[config.mk]
export PLATFORM = sky130hd
export DESIGN_NAME = wall_round_sequencer
export DESIGN_NICKNAME = d
export VERILOG_FILES = /design/src/rtl/game_pkg.sv /design/src/rtl/frame_tick_divider.sv /design/src/rtl/wall_round_sequencer.sv
export SDC_FILE = /design/constraint.sdc
export NUM_CORES = 1
export LEC_CHECK = 0
export CORE_MARGIN = 1
export CORE_UTILIZATION = 40
export DETAILED_ROUTE_END_ITERATION = 12
export HOLD_SLACK_MARGIN = 0.03
export SETUP_SLACK_MARGIN = 0.4
export SLEW_MARGIN = 20
export SYNTH_ARGS = -nofsm -noshare
export SYNTH_HDL_FRONTEND = slang
export SYNTH_HIERARCHICAL = 1
export SYNTH_SLANG_ARGS = --single-unit
[constraint.sdc]
create_clock -name clk_in -period 3.4 [get_ports clk_in]
set_input_delay 0.68 -clock clk_in [delete_from_list [all_inputs] [get_ports clk_in]]
set_output_delay 0.68 -clock clk_in [all_outputs]
set_load 0.02 [all_outputs]
[src/rtl/game_pkg.sv]
// Shared game definitions: sequencer state encoding, widths and a width helper.
package game_pkg;

  localparam int STATE_W = 3;
  localparam int PULSE_W = 1;

  typedef enum logic [STATE_W-1:0] {
    ST_IDLE      = 3'd0,
    ST_COUNTDOWN = 3'd1,
    ST_ADVANCE   = 3'd2,
    ST_EVAL      = 3'd3,
    ST_GAME_OVER = 3'd4
  } game_state_e;

  // Index width for a count of n items, never narrower than one bit.
  function automatic int clog2_min1(input int n);
    return (n > 1) ? $clog2(n) : 1;
  endfunction

endpackage

[src/rtl/frame_tick_divider.sv]
// Divides end-of-frame pulses by a programmable modulus into one-cycle ticks.
module frame_tick_divider #(
  parameter int CNT_W = 8
) (
  input  logic             clk_in,
  input  logic             rst_n_in,
  input  logic             clear_in,
  input  logic             frame_in,
  input  logic [CNT_W-1:0] modulus_in,
  output logic             tick_out
);

  logic [CNT_W-1:0] cnt_q;
  logic [CNT_W:0]   cnt_inc;
  logic             last;

  assign cnt_inc  = {1'b0, cnt_q} + {{CNT_W{1'b0}}, 1'b1};
  // >= rather than == so a modulus reduced mid-count still terminates promptly
  assign last     = (cnt_inc >= {1'b0, modulus_in});
  assign tick_out = frame_in & last & ~clear_in;

  // Frame counter: cleared on request, wraps to zero on each tick.
  always_ff @(posedge clk_in or negedge rst_n_in) begin
    if (!rst_n_in) begin
      cnt_q <= '0;
    end else if (clear_in) begin
      cnt_q <= '0;
    end else if (frame_in) begin
      cnt_q <= last ? '0 : cnt_inc[CNT_W-1:0];
    end
  end

endmodule

[src/rtl/wall_round_sequencer.sv]
// Wall game round sequencer: countdown, wall advance, evaluation, lives and speed-up.
module wall_round_sequencer
  import game_pkg::*;
#(
  parameter int NUM_WALLS           = 4,
  parameter int GOAL_DEPTH          = 60,
  parameter int MAX_FRAMES_PER_TICK = 15,
  parameter int MIN_FRAMES_PER_TICK = 2,
  parameter int ROUNDS_PER_SPEEDUP  = 2,
  parameter int NUM_LIVES           = 3,
  parameter int COUNTDOWN_FRAMES    = 120,
  parameter int HIT_THRESHOLD       = 8,
  parameter int EVAL_TIMEOUT_FRAMES = 4,
  localparam int WIDX_W             = clog2_min1(NUM_WALLS),
  localparam int LIVES_W            = clog2_min1(NUM_LIVES + 1)
) (
  input  logic               clk_in,
  input  logic               rst_n_in,
  input  logic               start_in,
  input  logic               new_frame_in,
  input  logic [15:0]        hit_count_in,
  input  logic               hit_valid_in,
  output logic [7:0]         wall_depth_out,
  output logic [WIDX_W-1:0]  wall_idx_out,
  output logic [7:0]         round_out,
  output logic [15:0]        score_out,
  output logic [LIVES_W-1:0] lives_out,
  output logic [STATE_W-1:0] state_out,
  output logic [PULSE_W-1:0] wall_tick_out,
  output logic [PULSE_W-1:0] eval_req_out,
  output logic [PULSE_W-1:0] new_round_out
);

  logic rst_meta, rst_sync_n;

  game_state_e        state_q, state_d;
  logic [7:0]         round_q, round_d, depth_q, depth_d, fpt_q, fpt_d, speed_q, speed_d;
  logic [15:0]        score_q, score_d, phase_q, phase_d;
  logic [LIVES_W-1:0] lives_q, lives_d, lives_left;
  logic [WIDX_W-1:0]  widx_q, widx_d;
  logic               wall_tick_q, wall_tick_d, eval_req_q, eval_req_d, new_round_q, new_round_d;
  logic               tick, resolve, eval_pass;

  // Reset asserts asynchronously, releases two clk_in edges later.
  always_ff @(posedge clk_in or negedge rst_n_in) begin
    if (!rst_n_in) {rst_sync_n, rst_meta} <= 2'b00;
    else           {rst_sync_n, rst_meta} <= {rst_meta, 1'b1};
  end

  frame_tick_divider #(.CNT_W(8)) u_tick_div (
    .clk_in     (clk_in),
    .rst_n_in   (rst_sync_n),
    .clear_in   (state_q != ST_ADVANCE),
    .frame_in   (new_frame_in),
    .modulus_in (fpt_q),
    .tick_out   (tick)
  );

  // State and game registers.
  always_ff @(posedge clk_in or negedge rst_sync_n) begin
    if (!rst_sync_n) begin
      state_q     <= ST_IDLE;
      round_q     <= '0;
      score_q     <= '0;
      lives_q     <= LIVES_W'(NUM_LIVES);
      widx_q      <= '0;
      depth_q     <= '0;
      fpt_q       <= 8'(MAX_FRAMES_PER_TICK);
      phase_q     <= '0;
      speed_q     <= '0;
      wall_tick_q <= 1'b0;
      eval_req_q  <= 1'b0;
      new_round_q <= 1'b0;
    end else begin
      state_q     <= state_d;
      round_q     <= round_d;
      score_q     <= score_d;
      lives_q     <= lives_d;
      widx_q      <= widx_d;
      depth_q     <= depth_d;
      fpt_q       <= fpt_d;
      phase_q     <= phase_d;
      speed_q     <= speed_d;
      wall_tick_q <= wall_tick_d;
      eval_req_q  <= eval_req_d;
      new_round_q <= new_round_d;
    end
  end

  // Next-state, round bookkeeping and pulse generation.
  always_comb begin
    state_d     = state_q;
    round_d     = round_q;
    score_d     = score_q;
    lives_d     = lives_q;
    widx_d      = widx_q;
    depth_d     = depth_q;
    fpt_d       = fpt_q;
    phase_d     = phase_q;
    speed_d     = speed_q;
    wall_tick_d = 1'b0;
    eval_req_d  = 1'b0;
    new_round_d = 1'b0;
    resolve     = 1'b0;
    eval_pass   = 1'b0;
    lives_left  = lives_q;
    unique case (state_q)
      ST_IDLE, ST_GAME_OVER: begin
        if (start_in) begin
          state_d = ST_COUNTDOWN;
          round_d = '0;
          score_d = '0;
          lives_d = LIVES_W'(NUM_LIVES);
          widx_d  = '0;
          depth_d = '0;
          fpt_d   = 8'(MAX_FRAMES_PER_TICK);
          phase_d = '0;
          speed_d = '0;
        end
      end
      ST_COUNTDOWN: begin
        if (new_frame_in) begin
          if (phase_q == 16'(COUNTDOWN_FRAMES - 1)) begin
            state_d = ST_ADVANCE;
            phase_d = '0;
          end else begin
            phase_d = phase_q + 16'd1;
          end
        end
      end
      ST_ADVANCE: begin
        if (tick) begin
          depth_d     = depth_q + 8'd1;
          wall_tick_d = 1'b1;
          if (depth_q == 8'(GOAL_DEPTH - 1)) begin
            state_d    = ST_EVAL;
            eval_req_d = 1'b1;
            phase_d    = '0;
          end
        end
      end
      ST_EVAL: begin
        // A score result takes precedence over a timeout frame in the same cycle
        if (hit_valid_in) begin
          resolve   = 1'b1;
          eval_pass = (hit_count_in <= 16'(HIT_THRESHOLD));
        end else if (new_frame_in) begin
          if (phase_q == 16'(EVAL_TIMEOUT_FRAMES - 1)) resolve = 1'b1;
          else                                          phase_d = phase_q + 16'd1;
        end
        if (resolve) begin
          phase_d = '0;
          if (eval_pass) begin
            if (score_q != '1) score_d = score_q + 16'd1;
          end else if (lives_q != '0) begin
            lives_left = lives_q - LIVES_W'(1);
          end
          lives_d = lives_left;
          if (lives_left == '0) begin
            state_d = ST_GAME_OVER;
          end else begin
            state_d     = ST_COUNTDOWN;
            new_round_d = 1'b1;
            depth_d     = '0;
            if (round_q != '1) round_d = round_q + 8'd1;
            widx_d = (widx_q == WIDX_W'(NUM_WALLS - 1)) ? '0 : widx_q + WIDX_W'(1);
            if (speed_q == 8'(ROUNDS_PER_SPEEDUP - 1)) begin
              speed_d = '0;
              if (fpt_q > 8'(MIN_FRAMES_PER_TICK)) fpt_d = fpt_q - 8'd1;
            end else begin
              speed_d = speed_q + 8'd1;
            end
          end
        end
      end
      default: state_d = ST_IDLE;
    endcase
  end

  assign state_out      = state_q;
  assign wall_depth_out = depth_q;
  assign wall_idx_out   = widx_q;
  assign round_out      = round_q;
  assign score_out      = score_q;
  assign lives_out      = lives_q;
  assign wall_tick_out  = wall_tick_q;
  assign eval_req_out   = eval_req_q;
  assign new_round_out  = new_round_q;

endmodule
==> impl_metrics.toml, run 1 <==
[critical_path]
critPathCaptureType = "flop"
critPathLaunchType = "flop"
cp.required_ns = 3.69
path_class = "reg2reg"
crit_fanout = 4
path_cells = "nand4_1, or2_1, xnor2_1, ha_1, and3_4, nand4_1, nand3_4, nor2b_4, o32a_1, nand4_1, or4_1, a21oi_1, a21o_1"
arrival_ns = 3.40
crit_slowest_cell = "or4_1"
ff2ff_setup_slack_ns = 0.29
slowest_delay_ns = 0.57
path_common_cell = "nand4_1"

[min_path]
hp-class = "reg2reg"

[routing]
drt_wl_total_um = 12760
num_vias = 4422
drt_iter0_drc = 207
route.detailed.drc = 0
viasPerCell = 5.459
drtPass1Iterations = 4
detail-route-antenna-nets = 0
routedWlPerCell_um = 15.76

[placement]
placed_area_mm2 = 0.005894
portBuffers = 62
gp_congestion = 0.8152
post-place-cells = 774
dp_hpwl_um = 9041

[timing]
worst_pin_slew_ns = 0.7281
min_period_ns = 3.111
fmax_ghz = 0.3214
grt_setup_unrepaired = "true"
setup_viol = 0
period_share_pct = 91.51
slew_headroom_pct = 51.46
finalHoldViolCount = 0
finClkSkew_ns = 0.006491
tns_ns = 0
maxSlewViolCount = 0

[status]
outcome = "finished clean"

[floorplanning]
io_pins = 63
die_area_mm2 = 0.01285
initial_core_util_pct = 41.11
rows = 40
core_mm2 = 0.01206
die_y_um = 113.3
die_w_um = 113.3

[clocking]
insertion_delay_ns = 0.34
cts_buffers = 9
cts_root_buf = "clkbuf_16"
cts.sinks = 84
cts_tree = "yes"
clk_pin_slew_ns = 0.06
clk_path_buf_depth = 2
h-tree-depth = 3

[synth]
synth_top_family_by_area = "simple AND/OR/NAND/NOR gates"
ys_seq_area_share_pct = 42.54
synthTopCellsByArea = "dfrtp_1 39%, ha_1 4.5%, nor2_1 4.2%"
synthAdderAreaFrac_pct = 4.542
synthArstFlopShare_pct = 100.0
synth_edf_count = 0
syn_nets = 583
yosysTopAreaCellShare_pct = 39.36
ys_types = 68
yosysWarningCount = 6
yosysTopAreaCell = "dfrtp_1"
synth_compound_area_share_pct = 14.38
avgSynthCellArea_um2 = 9.115
synth-seq-cells = 84
syn_area_mm2 = 0.004959
yosys.area_share.simple_pct = 28.29
synth_xor_area_share_pct = 4.416
synthCells = 544
synthMuxAreaShare_pct = 1.893
synth_ff_type = "dfrtp_1"

[final_layout]
fin_area_mm2 = 0.006455
drive_gt1_share_pct = 15.11
diodes = 0
syn2layout_area_growth_pct = 30.18
final_cells = 810
fin_nets = 676

[global_route]
grt_pass1_wl_um = 21550
grt_pass1_vias = 4321
antenna_found_initial = 0
track_usage_pct = 21.38
grt_max_degree = 54
overflow = 0

[pwr]
irDropWorstVdd_mv = 0.2420
p_leak_nw = 2.826
powerDensity_mw_per_mm2 = 618.4

[run]
cap_violations = 0
[cells by family (layout without fill, tap and decap cells)]
logic type	after synthesis	in the layout
fa+ha+maj	18	18
simple gates	259	259
compound gates	102	102
mux	9	9
buf+inv	46	144
xor+xnor	25	25
flops	84	84
other cells	1	1
[layer usage]
metal	vias up	share of wire (%)	global-route usage (%)	wire [um]
met1	2173	46	27.92	5821
li1	2163	-	-	-
met2	70	50	35.91	6380
met5	-	0	0	0
met4	0	1.8	8.333	229
met3	16	2.6	2.999	331
[cells in the mapped netlist (12+ instances only)]
cell and number:
o21ai_0 38, nor2_1 55, and3_1 20, xor2_1 18
a21oi_1 15, dfrtp_1 78, inv_1 27, ha_1 18
nand4_1 25, nand2_1 41, nand2b_1 12, nand3_1 36
[final cells by class]
type	count	area (um^2)
clock buffer	9	225.2
tap	168	210.2
fill	1085	5607
sequential	84	2120
timing repair buffer	101	940.9
inverter	27	101.3
multi-input combinational	414	2766
clock inverter	7	91.34
[power by group]
| part | switching [mW] | total [mW] | leakage [nW] | internal, mW |
|---|---|---|---|---|
| registers | 0.171 | 1.31 | 1.12 | 1.14 |
| logic | 0.928 | 1.64 | 1.55 | 0.713 |
| clock network | 0.402 | 1.04 | 0.155 | 0.640 |
[timing repair]
item,in CTS,in global routing
pin swaps,22,12
gates resized for setup,18,8
setup buffers,14,6
hold buffers,0,0
endpoints found under the setup margin,25,27
[state kept, by name, summed over array words and instances (netlist names)]
register / count
phase_q: 16
speed_q: 8
rst_meta: 1
wall_tick_out: 1
wall_idx_out: 2
score_out: 16
round_out: 8
wall_depth_out: 8
lives_out: 2
fpt_q: 8
u_tick_div/cnt_q: 8
state_out: 3
new_round_out: 1
eval_req_out: 1
rst_sync_n: 1
[cell usage in the layout, fill, tap and decap left out, drive strengths merged, types with 5 or more instances in the layout]
cell type	instances
o31ai	9
a21o	6
nor2	56
dfrtp	78
and3	21
mux2i	6
a32oi	5
or3	10
xor2	18
nand2b	12
nand2	41
nor2b	10
nand4	25
ha	18
o21ai	39
a21oi	15
buf	39
clkdlybuf4s50	62
nand3	38
xnor2	7
nor3	9
or4	6
nor4	8
dfstp	6
inv	27
clkbuf	9
[final timing paths]
| kind | start | to | cells after the start |
|---|---|---|---|
| setup / recovery | u_tick_div/cnt_q[1]$_DFFE_PN0P_ | phase_q[11]$_DFFE_PN0P_ | 13 |
| hold / removal | rst_meta$_DFF_PN0_ | rst_sync_n$_DFF_PN0_ | 0 |
| setup reg to reg | u_tick_div/cnt_q[1]$_DFFE_PN0P_ | phase_q[11]$_DFFE_PN0P_ | 13 |
| hold reg to reg | rst_meta$_DFF_PN0_ | rst_sync_n$_DFF_PN0_ | 0 |
| max in group asynchronous | rst_sync_n$_DFF_PN0_ | lives_out[1]$_DFFE_PN1P_ | 1 |
| min in group asynchronous | rst_sync_n$_DFF_PN0_ | score_out[5]$_DFFE_PN0P_ | 0 |
[critical path, delay by kind of cell (launching register included)]
kind,cells,cell delay [ns]
AND/OR/NAND/NOR,8,1.81
AO/OA/AOI/OAI,3,0.41
flip-flops,1,0.41
adder cells (fa/ha/maj),1,0.28
XOR/XNOR,1,0.14
[stage by stage]
| stage | setup WS (ns) | hold WS, ns | utilization (%) | power, mW |
|---|---|---|---|---|
| finish | 0.2888 | 0.3637 | 53.52 | 3.992 |
| global route | 0.09971 | 0.3691 | 53.52 | 4.250 |
| CTS | 0.2302 | 0.3671 | 52.85 | 4.003 |
| detailed placement | 0.06206 | 0.3411 | 48.87 | 2.769 |
| global placement | 0.1929 | 0.3401 | 48.87 | 2.734 |
| floorplan | 0.4125 | 0.3312 | - | 2.268 |
Power figures use the tool's default switching activity.
==> inputs of run 2 (changes only) <==
--- a/config.mk
+++ b/config.mk
@@ -7,9 +7,11 @@
 export LEC_CHECK = 0
 export CORE_MARGIN = 1
 export CORE_UTILIZATION = 40
+export CTS_CLUSTER_DIAMETER = 200
 export DETAILED_ROUTE_END_ITERATION = 12
 export HOLD_SLACK_MARGIN = 0.03
 export SETUP_SLACK_MARGIN = 0.4
+export SKIP_CTS_REPAIR_TIMING = 1
 export SLEW_MARGIN = 20
 export SYNTH_ARGS = -nofsm -noshare
 export SYNTH_HDL_FRONTEND = slang
==> run 2 against run 1 <==
Net effect:
- non-clock buffer count down 5
- utilization shrank 0.38 points
- clock skew fell by 0.00077 ns
- critical path depth rose by 2
- combinational power down 3%
==> impl_metrics.toml, run 2 (same netlist as run 1, synthesis figures left out) <==
[status]
outcome = "finished clean"

[critical_path]
crit_slowest_cell = "dfrtp_2"
critPathTopFamily = "simple AND/OR/NAND/NOR gates"
slowest_delay_ns = 0.42
critPathLaunchType = "flop"
critPathCaptureType = "flop"
crit_fanout = 6
path_class = "reg2reg"
crit_buf_inv = 2
path_cells = "nand4_1, or2_1, xnor2_1, ha_1, and3_4, nand4_1, nand3_4, nor2b_4, o32a_1, nand4_1, buf_4, buf_6, nor2_4, nand4_1, o21ai_0"
arrival_ns = 3.51
cp.required_ns = 3.66
path_common_cell = "nand4_1"

[clocking]
cts_root_buf = "clkbuf_16"
h-tree-depth = 3
clk_pin_slew_ns = 0.06
cts_tree = "yes"
cts.sinks = 84
cts_buffers = 9
insertion_delay_ns = 0.34
clk_path_buf_depth = 2

[routing]
dr_wl_met2_um = 6345
wl_met1_um = 5837
routedWlPerCell_um = 15.74
viasPerCell = 5.465
wl_met3_um = 278
drt_wl_total_um = 12670
num_vias = 4399
detail-route-antenna-nets = 0
highest_layer = "met4"
drt_iter0_drc = 219
route.detailed.drc = 0
drtPass1Iterations = 5

[final_layout]
fillCellCount = 1097
multiInputGateArea_mm2 = 0.002783
fin_nets = 671
layout_common_cells = "73 x dfrtp_1, 62 x clkdlybuf4s50_1, 54 x nor2_1, 41 x nand2_1, 35 x nand3_1"
fin_area_mm2 = 0.006409
syn2layout_area_growth_pct = 29.25
ff_latch_area_mm2 = 0.002118
final_common_cell = "dfrtp_1"
diodes = 0
drive_gt1_share_pct = 14.29

[pwr]
irDropWorstVdd_mv = 0.2412
p_leak_nw = 2.797
power_frac_seq_pct = 33.2
swShare_pct = 37.90
internal-power_mw = 2.450
power.switching_mw = 1.495
powerDensity_mw_per_mm2 = 615.6
p_comb_share_pct = 40.2
finalPower_mw = 3.945
clock_power_share_pct = 26.5

[timing]
worst_pin_slew_ns = 0.7307
maxSlewViolCount = 0
grt_setup_unrepaired = "true"
min_period_ns = 3.249
period_share_pct = 95.56
finClkSkew_ns = 0.005722
holdWs_ns = 0.3637
finalHoldViolCount = 0
fmax_ghz = 0.3078
setup_viol = 0
setup_ws_ns = 0.1509
slew_headroom_pct = 51.29
tns_ns = 0

[global_route]
overflow = 0
track_usage_pct = 20.71
antenna_found_initial = 0
grt_pass1_vias = 4196
grt_pass1_wl_um = 20890
grt_max_degree = 54

[placement]
dp_hpwl_um = 9041
gp_congestion = 0.8152
placed_area_mm2 = 0.005894
portBuffers = 62
place_ws_ns = 0.06206

[floorplanning]
rows = 40
die_area_mm2 = 0.01285
core_mm2 = 0.01206
die_w_um = 113.3
initial_core_util_pct = 41.11
die_y_um = 113.3
io_pins = 63

[min_path]
hp-class = "reg2reg"

[run]
cap_violations = 0
-- run 2: changes by cell type in the layout (fill, tap and decap cells not counted), sizes merged --
cell  before  now
buf       39   34
-- run 2: metal layers --
metal | vias up | global-route usage, %
met1 | 2165 | 27.44
li1 | 2163 | -
met5 | - | 0
met2 | 57 | 34.27
met4 | 0 | 7.982
met3 | 14 | 2.999
-- run 2: metrics by stage --
step / util (%) / std cells
3_3_place_gp: 48.87 / 774
5_1_grt: 53.13 / 805
6_report: 53.13 / 805
3_5_place_dp: 48.87 / 774
4_1_cts: 51.49 / 790
2_1_floorplan: - / 544
-- run 2: layout make-up --
| cell class | instances | area share [%] |
|---|---|---|
| Clock buffer | 9 | 3.514 |
| Clock inverter | 7 | 1.425 |
| Inverter | 27 | 1.581 |
| Multi-Input combinational cell | 414 | 43.42 |
| Sequential cell | 84 | 33.05 |
| Tap cell | 168 | 3.280 |
| Timing Repair Buffer | 96 | 13.73 |
-- run 2: power groups by stage --
stage | clock network [mW] | logic [mW] | registers (mW)
detailed placement | 0 | 1.44 | 1.33
global placement | 0 | 1.41 | 1.32
floorplan | 0 | 0.920 | 1.35
global route | 1.11 | 1.75 | 1.33
finish | 1.05 | 1.59 | 1.31
CTS | 1.07 | 1.45 | 1.31
-- run 2: final timing paths --
path	from	to	slack, ns	cells after the start
max in group asynchronous	rst_sync_n$_DFF_PN0_	lives_out[1]$_DFFE_PN1P_	2.23	1
max	u_tick_div/cnt_q[0]$_DFFE_PN0P_	phase_q[8]$_DFFE_PN0P_	0.15	15
min in group asynchronous	rst_sync_n$_DFF_PN0_	score_out[5]$_DFFE_PN0P_	0.40	0
min	rst_meta$_DFF_PN0_	rst_sync_n$_DFF_PN0_	0.36	0
max reg2reg	u_tick_div/cnt_q[0]$_DFFE_PN0P_	phase_q[8]$_DFFE_PN0P_	0.15	15
min reg2reg	rst_meta$_DFF_PN0_	rst_sync_n$_DFF_PN0_	0.36	0
==> inputs of run 3 (changes only) <==
--- a/config.mk
+++ b/config.mk
@@ -10,6 +10,7 @@
 export CTS_CLUSTER_DIAMETER = 200
 export DETAILED_ROUTE_END_ITERATION = 12
 export HOLD_SLACK_MARGIN = 0.03
+export PLACE_DENSITY_LB_ADDON = 0.25
 export SETUP_SLACK_MARGIN = 0.4
 export SKIP_CTS_REPAIR_TIMING = 1
 export SLEW_MARGIN = 20
==> run 3 against run 2 <==
Net effect:
- sequential share of layout area about the same
- register-to-register slack better by 0.06 ns
- largest power group unchanged
- utilization down 0.052 points
- sequential power about the same
- sequential cell count unchanged
- critical endpoint is now phase_q[11]$_DFFE_PN0P_
- die area unchanged
- worst hold slack worse by 0.087 ns
- largest cell class unchanged
- first-iteration DRC count up 45%
==> impl_metrics.toml, run 3 (same netlist as run 1, synthesis figures left out) <==
[floorplanning]
die_area_mm2 = 0.01285
io_pins = 63
core_mm2 = 0.01206
die_y_um = 113.3
die_w_um = 113.3
rows = 40
initial_core_util_pct = 41.11

[critical_path]
crit_buf_inv = 0
slowest_delay_ns = 0.56
path_class = "reg2reg"
crit_fanout = 6
ff2ff_path_depth = 14
path_cells = "ha_4, nand3_4, nor2_4, xor2_1, ha_1, and3_4, nand4_1, nand3_4, nor2b_4, o32a_1, nand4_1, or4_1, a21oi_1, a21o_1"
worstSetupPathDepth = 14
critPathTopFamily = "simple AND/OR/NAND/NOR gates"
cp.required_ns = 3.68
crit_slowest_cell = "or4_1"
critPathCaptureType = "flop"
arrival_ns = 3.47
critPathLaunchType = "flop"

[routing]
route.detailed.drc = 0
drt_iter0_drc = 318
routedWlPerCell_um = 15.78
num_vias = 4417
detail-route-antenna-nets = 0
drtPass1Iterations = 5
drt_wl_total_um = 12670
viasPerCell = 5.501

[run]
cap_violations = 0

[placement]
dp_hpwl_um = 8597
gp_congestion = 0.8414
place_ws_ns = 0.04399
portBuffers = 62

[final_layout]
layout_common_cells = "73 x dfrtp_1, 62 x clkdlybuf4s50_1, 54 x nor2_1, 38 x nand2_1, 35 x nand3_1"
syn2layout_area_growth_pct = 29.12
drive_gt1_share_pct = 14.65
fin_nets = 672
diodes = 0
final_common_cell = "dfrtp_1"

[clocking]
cts.sinks = 84
clk_pin_slew_ns = 0.06
clk_path_buf_depth = 2
insertion_delay_ns = 0.34
h-tree-depth = 3
cts_root_buf = "clkbuf_16"
cts_buffers = 9
cts_tree = "yes"

[global_route]
grt_pass1_vias = 4204
grt_max_degree = 83
grt_pass1_wl_um = 20530
antenna_found_initial = 0
track_usage_pct = 20.16
overflow = 0

[timing]
grt_setup_unrepaired = "true"
setup_ws_ns = 0.2118
worst_pin_slew_ns = 0.6023
slew_headroom_pct = 59.48
period_share_pct = 93.77
finClkSkew_ns = 0.006036
maxSlewViolCount = 0
min_period_ns = 3.188
tns_ns = 0
finalHoldViolCount = 0
setup_viol = 0
fmax_ghz = 0.3137

[pwr]
powerDensity_mw_per_mm2 = 602.3
irDropWorstVdd_mv = 0.4603
p_leak_nw = 2.816

[min_path]
hp-class = "reg2async"

[status]
outcome = "finished clean"
-- run 3: changes by cell type in the layout (fill, tap and decap cells not counted), moves of 3 or more --
cell / before / now
o31ai_4: 3 / 0
buf_4: 33 / 30
nand2_1: 41 / 38
o21ai_2: 0 / 4
clkinv_2: 3 / 0
o21ai_0: 32 / 26
o31ai_1: 6 / 9
clkbuf_1: 0 / 3
-- run 3: layout make-up --
| cell class | count | area [um^2] |
|---|---|---|
| Clock buffer | 13 | 250.2 |
| Fill cell | 1098 | 5659 |
| Inverter | 27 | 101.3 |
| Multi-Input combinational cell | 414 | 2800 |
| Sequential cell | 84 | 2118 |
| Tap cell | 168 | 210.2 |
| Timing Repair Buffer | 97 | 922.1 |
-- run 3: layer usage --
metal | global-route usage, % | vias up | wire length, um
li1 | - | 2150 | -
met4 | 6.404 | 0 | 174
met3 | 4.071 | 16 | 446
met5 | 0 | - | 0
met2 | 33.46 | 88 | 6247
met1 | 26.44 | 2163 | 5804
-- run 3: path summary, 6_finish.rpt --
path                       slack (ns)                             from                 endpoint
max                              0.21  u_tick_div/cnt_q[0]$_DFFE_PN0P_  phase_q[11]$_DFFE_PN0P_
min                              0.28             rst_sync_n$_DFF_PN0_   phase_q[6]$_DFFE_PN0P_
max reg2reg                      0.21  u_tick_div/cnt_q[0]$_DFFE_PN0P_  phase_q[11]$_DFFE_PN0P_
min reg2reg                      0.28             rst_sync_n$_DFF_PN0_   phase_q[6]$_DFFE_PN0P_
max in group asynchronous        2.46             rst_sync_n$_DFF_PN0_     fpt_q[0]$_DFFE_PN1P_
min in group clk_in              0.37               rst_meta$_DFF_PN0_     rst_sync_n$_DFF_PN0_
-- run 3: per-stage QoR --
step / area [um^2] / util, % / instances / total power, mW / hold slack [ns]
2_1_floorplan: 5022 / - / 544 / 2.268 / 0.3312
3_3_place_gp: 5864 / 48.62 / 770 / 2.721 / 0.3388
3_5_place_dp: 5864 / 48.62 / 770 / 2.743 / 0.3364
4_1_cts: 6115 / 50.70 / 783 / 3.637 / 0.3625
5_1_grt: 6402 / 53.08 / 803 / 4.099 / 0.3234
6_report: 6402 / 53.08 / 803 / 3.856 / 0.2770
-- run 3: report_power, final --
group / internal [mW] / switching (mW) / total (mW)
clock network: 0.503 / 0.371 / 0.874
registers: 1.14 / 0.179 / 1.32
logic: 0.689 / 0.977 / 1.67
total: 2.33 / 1.53 / 3.86
